**config.mk**
```make
export PLATFORM = sky130hd
export DESIGN_NAME = game_sequencer
export DESIGN_NICKNAME = d
export VERILOG_FILES = /design/src/rtl/game_pkg.sv /design/src/rtl/game_sequencer_tick_gen.sv /design/src/rtl/game_sequencer.sv
export SDC_FILE = /design/constraint.sdc
export NUM_CORES = 1
export LEC_CHECK = 0
export CORE_UTILIZATION = 51
export CTS_CLUSTER_DIAMETER = 50
export DETAILED_ROUTE_END_ITERATION = 8
export PLACE_DENSITY = 0.69
export SLEW_MARGIN = 20
export SYNTH_ARGS = -nofsm -noshare
export SYNTH_HDL_FRONTEND = slang
export SYNTH_HIERARCHICAL = 1
export SYNTH_SLANG_ARGS = --single-unit
```
**constraint.sdc**
```tcl
create_clock -name I_clk -period 6 [get_ports I_clk]
set_input_delay 0.6 -clock I_clk [delete_from_list [all_inputs] [get_ports I_clk]]
set_output_delay 0.6 -clock I_clk [all_outputs]
set_load 0.1 [all_outputs]
```
**src/rtl/game_pkg.sv**
```systemverilog
// Shared definitions for the snake game controller: state encodings,
// default timing constants, score width and the move-period helper.
package game_pkg;

    typedef enum logic [1:0] {
        ST_IDLE  = 2'd0,
        ST_RUN   = 2'd1,
        ST_PAUSE = 2'd2,
        ST_OVER  = 2'd3
    } state_t;

    localparam int SCORE_W = 8;

    localparam int unsigned DEF_TICK_BASE     = 32'd10000000;
    localparam int unsigned DEF_TICK_STEP     = 32'd500000;
    localparam int unsigned DEF_TICK_MIN      = 32'd2000000;
    localparam int unsigned DEF_LEVEL_SHIFT   = 32'd3;
    localparam int unsigned DEF_BLINK_CYC     = 32'd25000000;
    localparam int unsigned DEF_OVER_HOLD_CYC = 32'd300000000;

    // Move period for a given score: base minus one step per level,
    // clamped at the floor before it could ever go below it.
    function automatic logic [31:0] period_f(
        input logic [SCORE_W-1:0] score,
        input logic [31:0]        base,
        input logic [31:0]        step,
        input logic [31:0]        tmin,
        input logic [31:0]        shift
    );
        logic [31:0] lvl;
        logic [31:0] red;
        logic [31:0] res;
        lvl = {{(32-SCORE_W){1'b0}}, score} >> shift;
        red = lvl * step;
        if (red >= (base - tmin)) begin
            res = tmin;
        end else begin
            res = base - red;
        end
        return res;
    endfunction

endpackage

```
**src/rtl/game_sequencer_tick_gen.sv**
```systemverilog
// Programmable down-counter used for the snake move period.
// Load has priority over enable; the counter sticks at zero until reloaded.
module tick_gen #(
    parameter int W = 8
) (
    input  logic         I_clk,
    input  logic         I_rst,
    input  logic         I_load,
    input  logic         I_en,
    input  logic [W-1:0] I_load_val,
    output logic         O_zero
);

    logic [W-1:0] r_cnt;

    // Counter register: load, else decrement toward zero, else hold.
    always_ff @(posedge I_clk) begin
        if (I_rst) begin
            r_cnt <= {W{1'b0}};
        end else if (I_load) begin
            r_cnt <= I_load_val;
        end else if (I_en && (r_cnt != {W{1'b0}})) begin
            r_cnt <= r_cnt - {{(W-1){1'b0}}, 1'b1};
        end else begin
            r_cnt <= r_cnt;
        end
    end

    assign O_zero = (r_cnt == {W{1'b0}});

endmodule

```
**src/rtl/game_sequencer.sv**
```systemverilog
// Top-level game controller: IDLE/RUN/PAUSE/OVER state machine, move-tick
// scheduling with score-dependent period, restart pulses and OVER blink.
// Optional build macro GAME_AUTO_RESTART_EN: OVER falls back to IDLE after
// OVER_HOLD_CYC cycles without a start press.
module game_sequencer
    import game_pkg::*;
#(
    parameter int unsigned TICK_BASE     = DEF_TICK_BASE,
    parameter int unsigned TICK_STEP     = DEF_TICK_STEP,
    parameter int unsigned TICK_MIN      = DEF_TICK_MIN,
    parameter int unsigned LEVEL_SHIFT   = DEF_LEVEL_SHIFT,
    parameter int unsigned BLINK_CYC     = DEF_BLINK_CYC,
    parameter int unsigned OVER_HOLD_CYC = DEF_OVER_HOLD_CYC
) (
    input  logic               I_clk,
    input  logic               I_rst,
    input  logic               I_start,
    input  logic               I_pause,
    input  logic               I_collide,
    input  logic               I_eat,
    input  logic [SCORE_W-1:0] I_score,
    output logic [1:0]         O_state,
    output logic               O_move_tick,
    output logic               O_snake_clear,
    output logic               O_score_clr,
    output logic               O_box_drive,
    output logic               O_blank
);

    localparam int CNT_W   = (TICK_BASE > 32'd1) ? $clog2(TICK_BASE) : 1;
    localparam int BLINK_W = (BLINK_CYC > 32'd1) ? $clog2(BLINK_CYC) : 1;

    // Reload value on RUN entry: period at score zero, minus one.
    localparam logic [CNT_W-1:0] P0_M1 =
        CNT_W'(period_f({SCORE_W{1'b0}}, TICK_BASE, TICK_STEP, TICK_MIN, LEVEL_SHIFT) - 32'd1);

    state_t             r_state;
    state_t             w_state_nxt;
    logic               w_run_entry;
    logic               w_run_go;
    logic               w_cnt_zero;
    logic               w_tc_load;
    logic [CNT_W-1:0]   w_tc_load_val;
    logic [31:0]        w_period;
    logic               w_stay_over;
    logic               w_blink_wrap;
    logic [BLINK_W-1:0] r_blink_cnt;

    logic w_move_tick_nxt;
    logic w_snake_clear_nxt;
    logic w_score_clr_nxt;
    logic w_box_drive_nxt;
    logic w_blank_nxt;

    logic r_move_tick;
    logic r_snake_clear;
    logic r_score_clr;
    logic r_box_drive;
    logic r_blank;

`ifdef GAME_AUTO_RESTART_EN
    localparam int HOLD_W = (OVER_HOLD_CYC > 32'd1) ? $clog2(OVER_HOLD_CYC) : 1;
    logic [HOLD_W-1:0] r_hold_cnt;
    logic              w_hold_done;
    assign w_hold_done = (r_state == ST_OVER) &&
                         (r_hold_cnt == HOLD_W'(OVER_HOLD_CYC - 32'd1));
`endif

    // Counting is live only in RUN when neither a collision nor a pause
    // request claims the cycle; both freeze the counter and suppress a tick.
    assign w_run_go    = (r_state == ST_RUN) && !I_collide && !I_pause;
    assign w_run_entry = ((r_state == ST_IDLE) || (r_state == ST_OVER)) &&
                         (w_state_nxt == ST_RUN);
    assign w_stay_over = (r_state == ST_OVER) && (w_state_nxt == ST_OVER);
    assign w_blink_wrap = (r_blink_cnt == BLINK_W'(BLINK_CYC - 32'd1));

    assign w_period      = period_f(I_score, TICK_BASE, TICK_STEP, TICK_MIN, LEVEL_SHIFT);
    assign w_tc_load     = w_run_entry || (w_run_go && w_cnt_zero);
    assign w_tc_load_val = w_run_entry ? P0_M1 : CNT_W'(w_period - 32'd1);

    tick_gen #(
        .W (CNT_W)
    ) u_tick_gen (
        .I_clk      (I_clk),
        .I_rst      (I_rst),
        .I_load     (w_tc_load),
        .I_en       (w_run_go),
        .I_load_val (w_tc_load_val),
        .O_zero     (w_cnt_zero)
    );

    // State register.
    always_ff @(posedge I_clk) begin
        if (I_rst) begin
            r_state <= ST_IDLE;
        end else begin
            r_state <= w_state_nxt;
        end
    end

    // Next-state decode with per-state input priority.
    always_comb begin
        w_state_nxt = r_state;
        case (r_state)
            ST_IDLE: begin
                if (I_start) begin
                    w_state_nxt = ST_RUN;
                end else begin
                    w_state_nxt = ST_IDLE;
                end
            end
            ST_RUN: begin
                if (I_collide) begin
                    w_state_nxt = ST_OVER;
                end else if (I_pause) begin
                    w_state_nxt = ST_PAUSE;
                end else begin
                    w_state_nxt = ST_RUN;
                end
            end
            ST_PAUSE: begin
                if (I_pause || I_start) begin
                    w_state_nxt = ST_RUN;
                end else begin
                    w_state_nxt = ST_PAUSE;
                end
            end
            ST_OVER: begin
                if (I_start) begin
                    w_state_nxt = ST_RUN;
`ifdef GAME_AUTO_RESTART_EN
                end else if (w_hold_done) begin
                    w_state_nxt = ST_IDLE;
`endif
                end else begin
                    w_state_nxt = ST_OVER;
                end
            end
            default: begin
                w_state_nxt = ST_IDLE;
            end
        endcase
    end

    // Output decode: values the output registers take at the next edge.
    always_comb begin
        w_move_tick_nxt   = 1'b0;
        w_snake_clear_nxt = 1'b0;
        w_score_clr_nxt   = 1'b0;
        w_box_drive_nxt   = 1'b0;
        w_blank_nxt       = 1'b0;
        w_move_tick_nxt   = w_run_go && w_cnt_zero;
        w_snake_clear_nxt = w_run_entry;
        w_score_clr_nxt   = w_run_entry;
        // A collision swallows a simultaneous eat.
        w_box_drive_nxt   = w_run_entry || ((r_state == ST_RUN) && !I_collide && I_eat);
        if (w_stay_over) begin
            w_blank_nxt = w_blink_wrap ? ~r_blank : r_blank;
        end else begin
            w_blank_nxt = 1'b0;
        end
    end

    // Output registers.
    always_ff @(posedge I_clk) begin
        if (I_rst) begin
            r_move_tick   <= 1'b0;
            r_snake_clear <= 1'b0;
            r_score_clr   <= 1'b0;
            r_box_drive   <= 1'b0;
            r_blank       <= 1'b0;
        end else begin
            r_move_tick   <= w_move_tick_nxt;
            r_snake_clear <= w_snake_clear_nxt;
            r_score_clr   <= w_score_clr_nxt;
            r_box_drive   <= w_box_drive_nxt;
            r_blank       <= w_blank_nxt;
        end
    end

    // Blink half-period counter, restarted on every OVER entry.
    always_ff @(posedge I_clk) begin
        if (I_rst) begin
            r_blink_cnt <= {BLINK_W{1'b0}};
        end else if (w_stay_over) begin
            r_blink_cnt <= w_blink_wrap ? {BLINK_W{1'b0}}
                                        : r_blink_cnt + {{(BLINK_W-1){1'b0}}, 1'b1};
        end else begin
            r_blink_cnt <= {BLINK_W{1'b0}};
        end
    end

`ifdef GAME_AUTO_RESTART_EN
    // OVER dwell counter driving the automatic fall-back to IDLE.
    always_ff @(posedge I_clk) begin
        if (I_rst) begin
            r_hold_cnt <= {HOLD_W{1'b0}};
        end else if (w_stay_over) begin
            r_hold_cnt <= r_hold_cnt + {{(HOLD_W-1){1'b0}}, 1'b1};
        end else begin
            r_hold_cnt <= {HOLD_W{1'b0}};
        end
    end
`endif

    assign O_state       = r_state;
    assign O_move_tick   = r_move_tick;
    assign O_snake_clear = r_snake_clear;
    assign O_score_clr   = r_score_clr;
    assign O_box_drive   = r_box_drive;
    assign O_blank       = r_blank;

endmodule

```
After elaboration in Yosys (flattened, before gate mapping)

Cells that the tools add are included.

Logic and storage cells: 50
Output and inout port bits: 7
Register bits: 55

$lt $le $gt $ge: 1
Reduce and logical (&&, ||, !) cells: 19
Add/sub/neg operators: 4
Muxes and demuxes: 10
Multipliers: 1
Bitwise logic cells: 2
Eq/ne operators: 6

Operators by type and width:

| operator               | count |
|---|---|
| $mux 24                | 4 |
| $sub 24x1->24 const B  | 2 |
| $add 25x1->25 const B  | 1 |
| $eq 25x25->1 const B   | 1 |
| $ge 24x23->1 const B   | 1 |
| $logic_not 24->1       | 1 |
| $reduce_bool 24->1     | 1 |
| $sub 24x24->24 const A | 1 |
| $mul 5x14->19 const B  | 1 |
| $mux 2                 | 4 |
| $pmux 2 s4             | 1 |
| $logic_and 1x1->1      | 7 |
| $eq 2x2->1 const B     | 3 |
| $eq 2x1->1 const B     | 2 |
| $logic_or 1x1->1       | 4 |
| $reduce_or 3->1        | 1 |
| $logic_not 1->1        | 2 |
| $logic_not 2->1        | 1 |
| $not 1->1              | 2 |
| $reduce_bool 2->1      | 1 |
| $reduce_or 2->1        | 1 |
| $mux 1                 | 1 |

Depth between registers and ports, before layout

Depth after elaboration: 7
Depth in mapped cells: 24
Depth with buffers taken out: 23

Cells and area by module

The synthesis kept the hierarchy.

By module, submodules not included:

| module         | cells an instance | area an instance (sq um) | instances |
|---|---|---|---|
| game_sequencer | 441               | 3,606.0                  | 1 |
| tick_gen       | 180               | 1,559.0                  | 1 |

Worst setup path after synthesis

Ideal clock, no wire load.

Kind: input -> register
Start point: in I_score[5]
End point: reg u_tick_gen.r_cnt[21]
Buffers on the path: 1
Setup time: 0.070 ns
Stages: 24
Data arrival time: 5.432 ns
Slack: 0.498 ns
Cells stage by stage: ha_1 > inv_1 > fa_1 > fa_1 > inv_1 > ha_1 > inv_1 > o21bai_1 > o211a_1 > o41ai_4 > xor2_2 > a21oi_1 > buf_2 > nand2_1 > ha_1 > o221ai_1 > a31oi_1 > nand3_1 > a21o_1 > or3_1 > o31a_1 > nor3_1 > o21bai_1 > a21oi_1

Longest elaborated chain between the ends: 6
Elaborated cells between the ends (all ways): 7
Classes of those cells: add/sub: 2; mul: 1; order compare: 1; mux: 3

Ends and longest elaborated chain:

| item                                           | line                           | RTL |
|---|---|---|
| start, declared                                | game_sequencer.sv:21           | `input logic [SCORE_W-1:0] I_score,` |
| $mul 5x14->19 (*)                              | game_pkg.sv:34                 | `red = lvl * step;` |
| $sub 24x24->24 or $ge 24x23->1 (tied branches) | game_pkg.sv:38, game_pkg.sv:35 |  |
| $mux 24 (*)                                    | game_pkg.sv:35                 | `if (red >= (base - tmin)) begin` |
| $sub 24x1->24 (*)                              | game_sequencer.sv:79           | `assign w_tc_load_val = w_run_entry ? P0_M1 : CNT_W'(w_period - 32'd1);` |
| $mux 24 (*)                                    | game_sequencer.sv:79           |  |
| via w_tc_load_val[21]                          | game_sequencer.sv:43           | `logic [CNT_W-1:0] w_tc_load_val;` |
| $mux 24 (*)                                    | game_sequencer_tick_gen.sv:20  | `end else if (I_load) begin` |
| end signal, assigned                           | game_sequencer_tick_gen.sv:19  | `r_cnt <= {W{1'b0}};` |
| end signal, assigned                           | game_sequencer_tick_gen.sv:21  | `r_cnt <= I_load_val;` |
| end signal, assigned                           | game_sequencer_tick_gen.sv:23  | `r_cnt <= r_cnt - {{(W-1){1'b0}}, 1'b1};` |
| end, declared                                  | game_sequencer_tick_gen.sv:14  | `logic [W-1:0] r_cnt;` |

The timed path passes the listed nets; every way through them passes the cells marked *.
A chain may end at the register's enable or synchronous reset.

Worst setup path in the final report

Start point: in I_score[6]
End point: reg u_tick_gen.r_cnt[21]

The elaborated chain is that of the path after synthesis.

==> impl_metrics.yaml <==
final_layout:
  fillCellCount: 927
  diodes: 0
  areaGrowthSynthToFinish_pct: 14.1
  nets: 733
  drive_above_1_share_pct: 14.8
  finalCoreUtilization_pct: 60.3
  fin_cells: 810
synthesis:
  synthFlopType: "dfxtp_1"
  yosysSeqAreaShare_pct: 21.3
  synthArstFlopShare_pct: 0
  syn_area_per_cell_um2: 8.32
  synth_cell_types: 86
  synth_edf_count: 0
  synth_cells: 621
  syn-cell-area_um2: 5160
  ys_warn_count: 6
  ys_ff_latch: 55
timing:
  setup-tns-final_ns: 0
  fin_skew_ns: 0.0134
  hold_viol_final: 0
  worst_slew_pin_slew_ns: 0.990
  layout_min_cycle_time_ns: 5.67
  hold-worst-slack_ns: 0.476
  max-slew-margin-rel_pct: 33.8
  fmax_mhz: 176
  period_share_pct: 94.5
  setup_viol: 0
  drv_slew: 0
grt:
  grt_util_met2_pct: 39.6
  grt-busiest-layer: "met2"
  overflow: 0
  grt_pass1_vias: 4430
  use_met1_pct: 33.9
  grt_pass1_wl_um: 20500
  antenna_found_initial: 0
  grtUsageMet3_pct: 3.59
  grt_util_all_layers_pct: 24.3
  grt_start_max_net_pins: 33
placement:
  dp_cells: 801
  gp_congestion: 0.883
  dp_hpwl_um: 9650
  io_buffers: 17
cts:
  htreeDepth: 2
  root_buffer: "clkbuf_8"
  numCtsBuffers: 5
  cts_tree: "done"
  worstSkewPairLatency_ns: 0.32
  cts.sinks: 55
  clk_pin_slew_ns: 0.09
  clock_path_buffers: 2
route:
  drt-wirelength-per-cell_um: 15.2
  drcViolationCount: 0
  ant_nets: 0
  drt_wl_total_um: 12300
  drt_iter0_drc: 280
  vias: 4769
  viasPerCell: 5.89
  dr.pass1.iters: 5
floorplanning:
  die-area_um2: 10500
  ioPinCount: 21
  initial_core_util_pct: 52.8
  die_x_um: 103
  rows: 36
  coreArea_um2: 9770
  die_y_um: 103
min_path:
  hold_depth: 1
  hold_class: "flop to flop"
  min_to: "r_blink_cnt[0]"
  hold_start: "r_blink_cnt[0]"
worst_setup_path:
  critPathKind: "primary input to flop"
  cp_slowest_stage_delay_ns: 0.52
  cp-end-kind: "flop"
  r2r_cells: 13
  r2r-end: "u_tick_gen/r_cnt[6]"
  cp_max_fo: 4
  worstPathRequired_ns: 6.25
  critPathLaunchType: "primary input"
  worst-r2r-setup-slack_ns: 2.64
  cp.arrival_ns: 5.92
  r2r-start: "O_state[1]"
  slowest_stage: "fa_1"
power:
  p_leak_nw: 2.26
  p_per_area_nw_per_um2: 280
  power_mw: 1.65
  vdd.ir_drop.worst_uv: 131
run_status:
  status: "finished, final reports clean"
run:
  maxCapViolCount: 0
==> layout by cell type (no fill, tap or decap), drive strengths merged, types with 7 or more instances in the layout <==
| cell type | instances |
|---|---|
| buf | 52 |
| a31oi | 7 |
| a21o | 8 |
| clkdlybuf4s50 | 15 |
| xnor2 | 50 |
| a211oi | 26 |
| nor4 | 14 |
| nor2b | 8 |
| o21bai | 8 |
| ha | 37 |
| o21ai | 16 |
| nand2 | 33 |
| xor2 | 24 |
| a21oi | 22 |
| nor3 | 24 |
| o211ai | 7 |
| a2111oi | 7 |
| or3 | 9 |
| nand3 | 23 |
| and4 | 8 |
| dfxtp | 55 |
| nor2 | 76 |
| nand4 | 12 |
| inv | 28 |
==> area by class of cell <==
| cell class | instances | area (um^2) | share of cell area (%) |
|---|---|---|---|
| inverter | 28 | 105 | 1.78 |
| timing repair buffer | 69 | 566 | 9.59 |
| clock buffer | 6 | 72.6 | 1.23 |
| sequential | 55 | 1100 | 18.7 |
| tap | 133 | 166 | 2.82 |
| clock inverter | 2 | 17.5 | 0.297 |
| multi-input combinational | 517 | 3870 | 65.6 |
==> metal layers <==
layer	share of wire (%)	wire (um)	vias to the layer above
met5	0	0	-
met4	0.97	119	0
met1	49	6060	2283
li1	-	-	2401
met3	3.6	438	12
met2	46	5690	73
==> worst max path at each step <==
stage,depth (start not counted),start,end,slack (ns)
global placement,23,I_score[5],u_tick_gen/r_cnt[21],-0.14
floorplan,24,I_score[5],u_tick_gen/r_cnt[21],0.50
detailed placement,23,I_score[5],u_tick_gen/r_cnt[21],-0.19
finish,25,I_score[6],u_tick_gen/r_cnt[21],0.33
CTS,23,I_score[5],u_tick_gen/r_cnt[21],0.11
global route,25,I_score[6],u_tick_gen/r_cnt[21],-0.02
==> critical path, delay by kind of cell <==
kind	cells	cell delay, ns
AOI/OAI and AO/OA	10	1.76
xor gates and xnor gates	1	0.26
adders and majority gates	5	1.72
buffers and inverters	5	0.85
and+or+nand+nor	4	0.73
==> synthesized netlist by cell type (6+ instances only) <==
library cell / n / area, um^2
nor2_1: 76 / 285
xnor2_1: 48 / 420
a211oi_1: 23 / 173
or3_1: 9 / 56.3
buf_2: 7 / 35.0
dfxtp_1: 55 / 1100
inv_1: 28 / 105
nor3_1: 23 / 115
clkbuf_1: 13 / 48.8
fa_1: 6 / 120
o21bai_1: 8 / 60.1
nor3b_1: 6 / 45.0
nor4_1: 10 / 62.6
and4_1: 8 / 70.1
nor2b_1: 8 / 50.1
a21o_1: 8 / 60.1
ha_1: 37 / 463
nand3_1: 23 / 115
xor2_1: 23 / 201
o21ai_0: 11 / 55.1
a31oi_1: 6 / 37.5
nand2_1: 32 / 120
nand4_1: 10 / 62.6
a21oi_1: 22 / 110
==> metrics by stage <==
stage | cell area [um^2] | setup WS, ns
detailed placement | 5770 | -0.186
floorplan | 5180 | 0.498
global route | 5900 | -0.0192
CTS | 5860 | 0.106
finish | 5900 | 0.330
global placement | 5770 | -0.137
==> report_power, final <==
| group | switching, mW | leakage [nW] | internal (mW) |
|---|---|---|---|
| clock | 0.126 | 0.0454 | 0.0842 |
| combinational | 0.567 | 1.76 | 0.428 |
| sequential | 0.0478 | 0.449 | 0.400 |
| total | 0.740 | 2.26 | 0.912 |
==> repair_timing <==
| action | in CTS | in global routing |
|---|---|---|
| hold buffers | 0 | 0 |
| resized for setup | 0 | 7 |
| endpoints found under the setup margin | 0 | 5 |
| buffers inserted | 0 | 1 |
==> flip-flops by register name, indices dropped and copies added, names as in the netlist <==
| signal | count |
|---|---|
| O_blank | 1 |
| O_score_clr | 1 |
| O_move_tick | 1 |
| O_state | 2 |
| r_blink_cnt | 25 |
| u_tick_gen/r_cnt | 24 |
| O_box_drive | 1 |
==> logic make-up after synthesis <==
group,synth area share (%)
and+or+nand+nor,25.5
AOI/OAI and AO/OA,24.2
xor gates and xnor gates,13.0
DFF,21.3
buffers and inverters,4.48
adders and majority gates,11.3
other,0.0726
muxes,0.194
(Power assumes the default switching activity.)
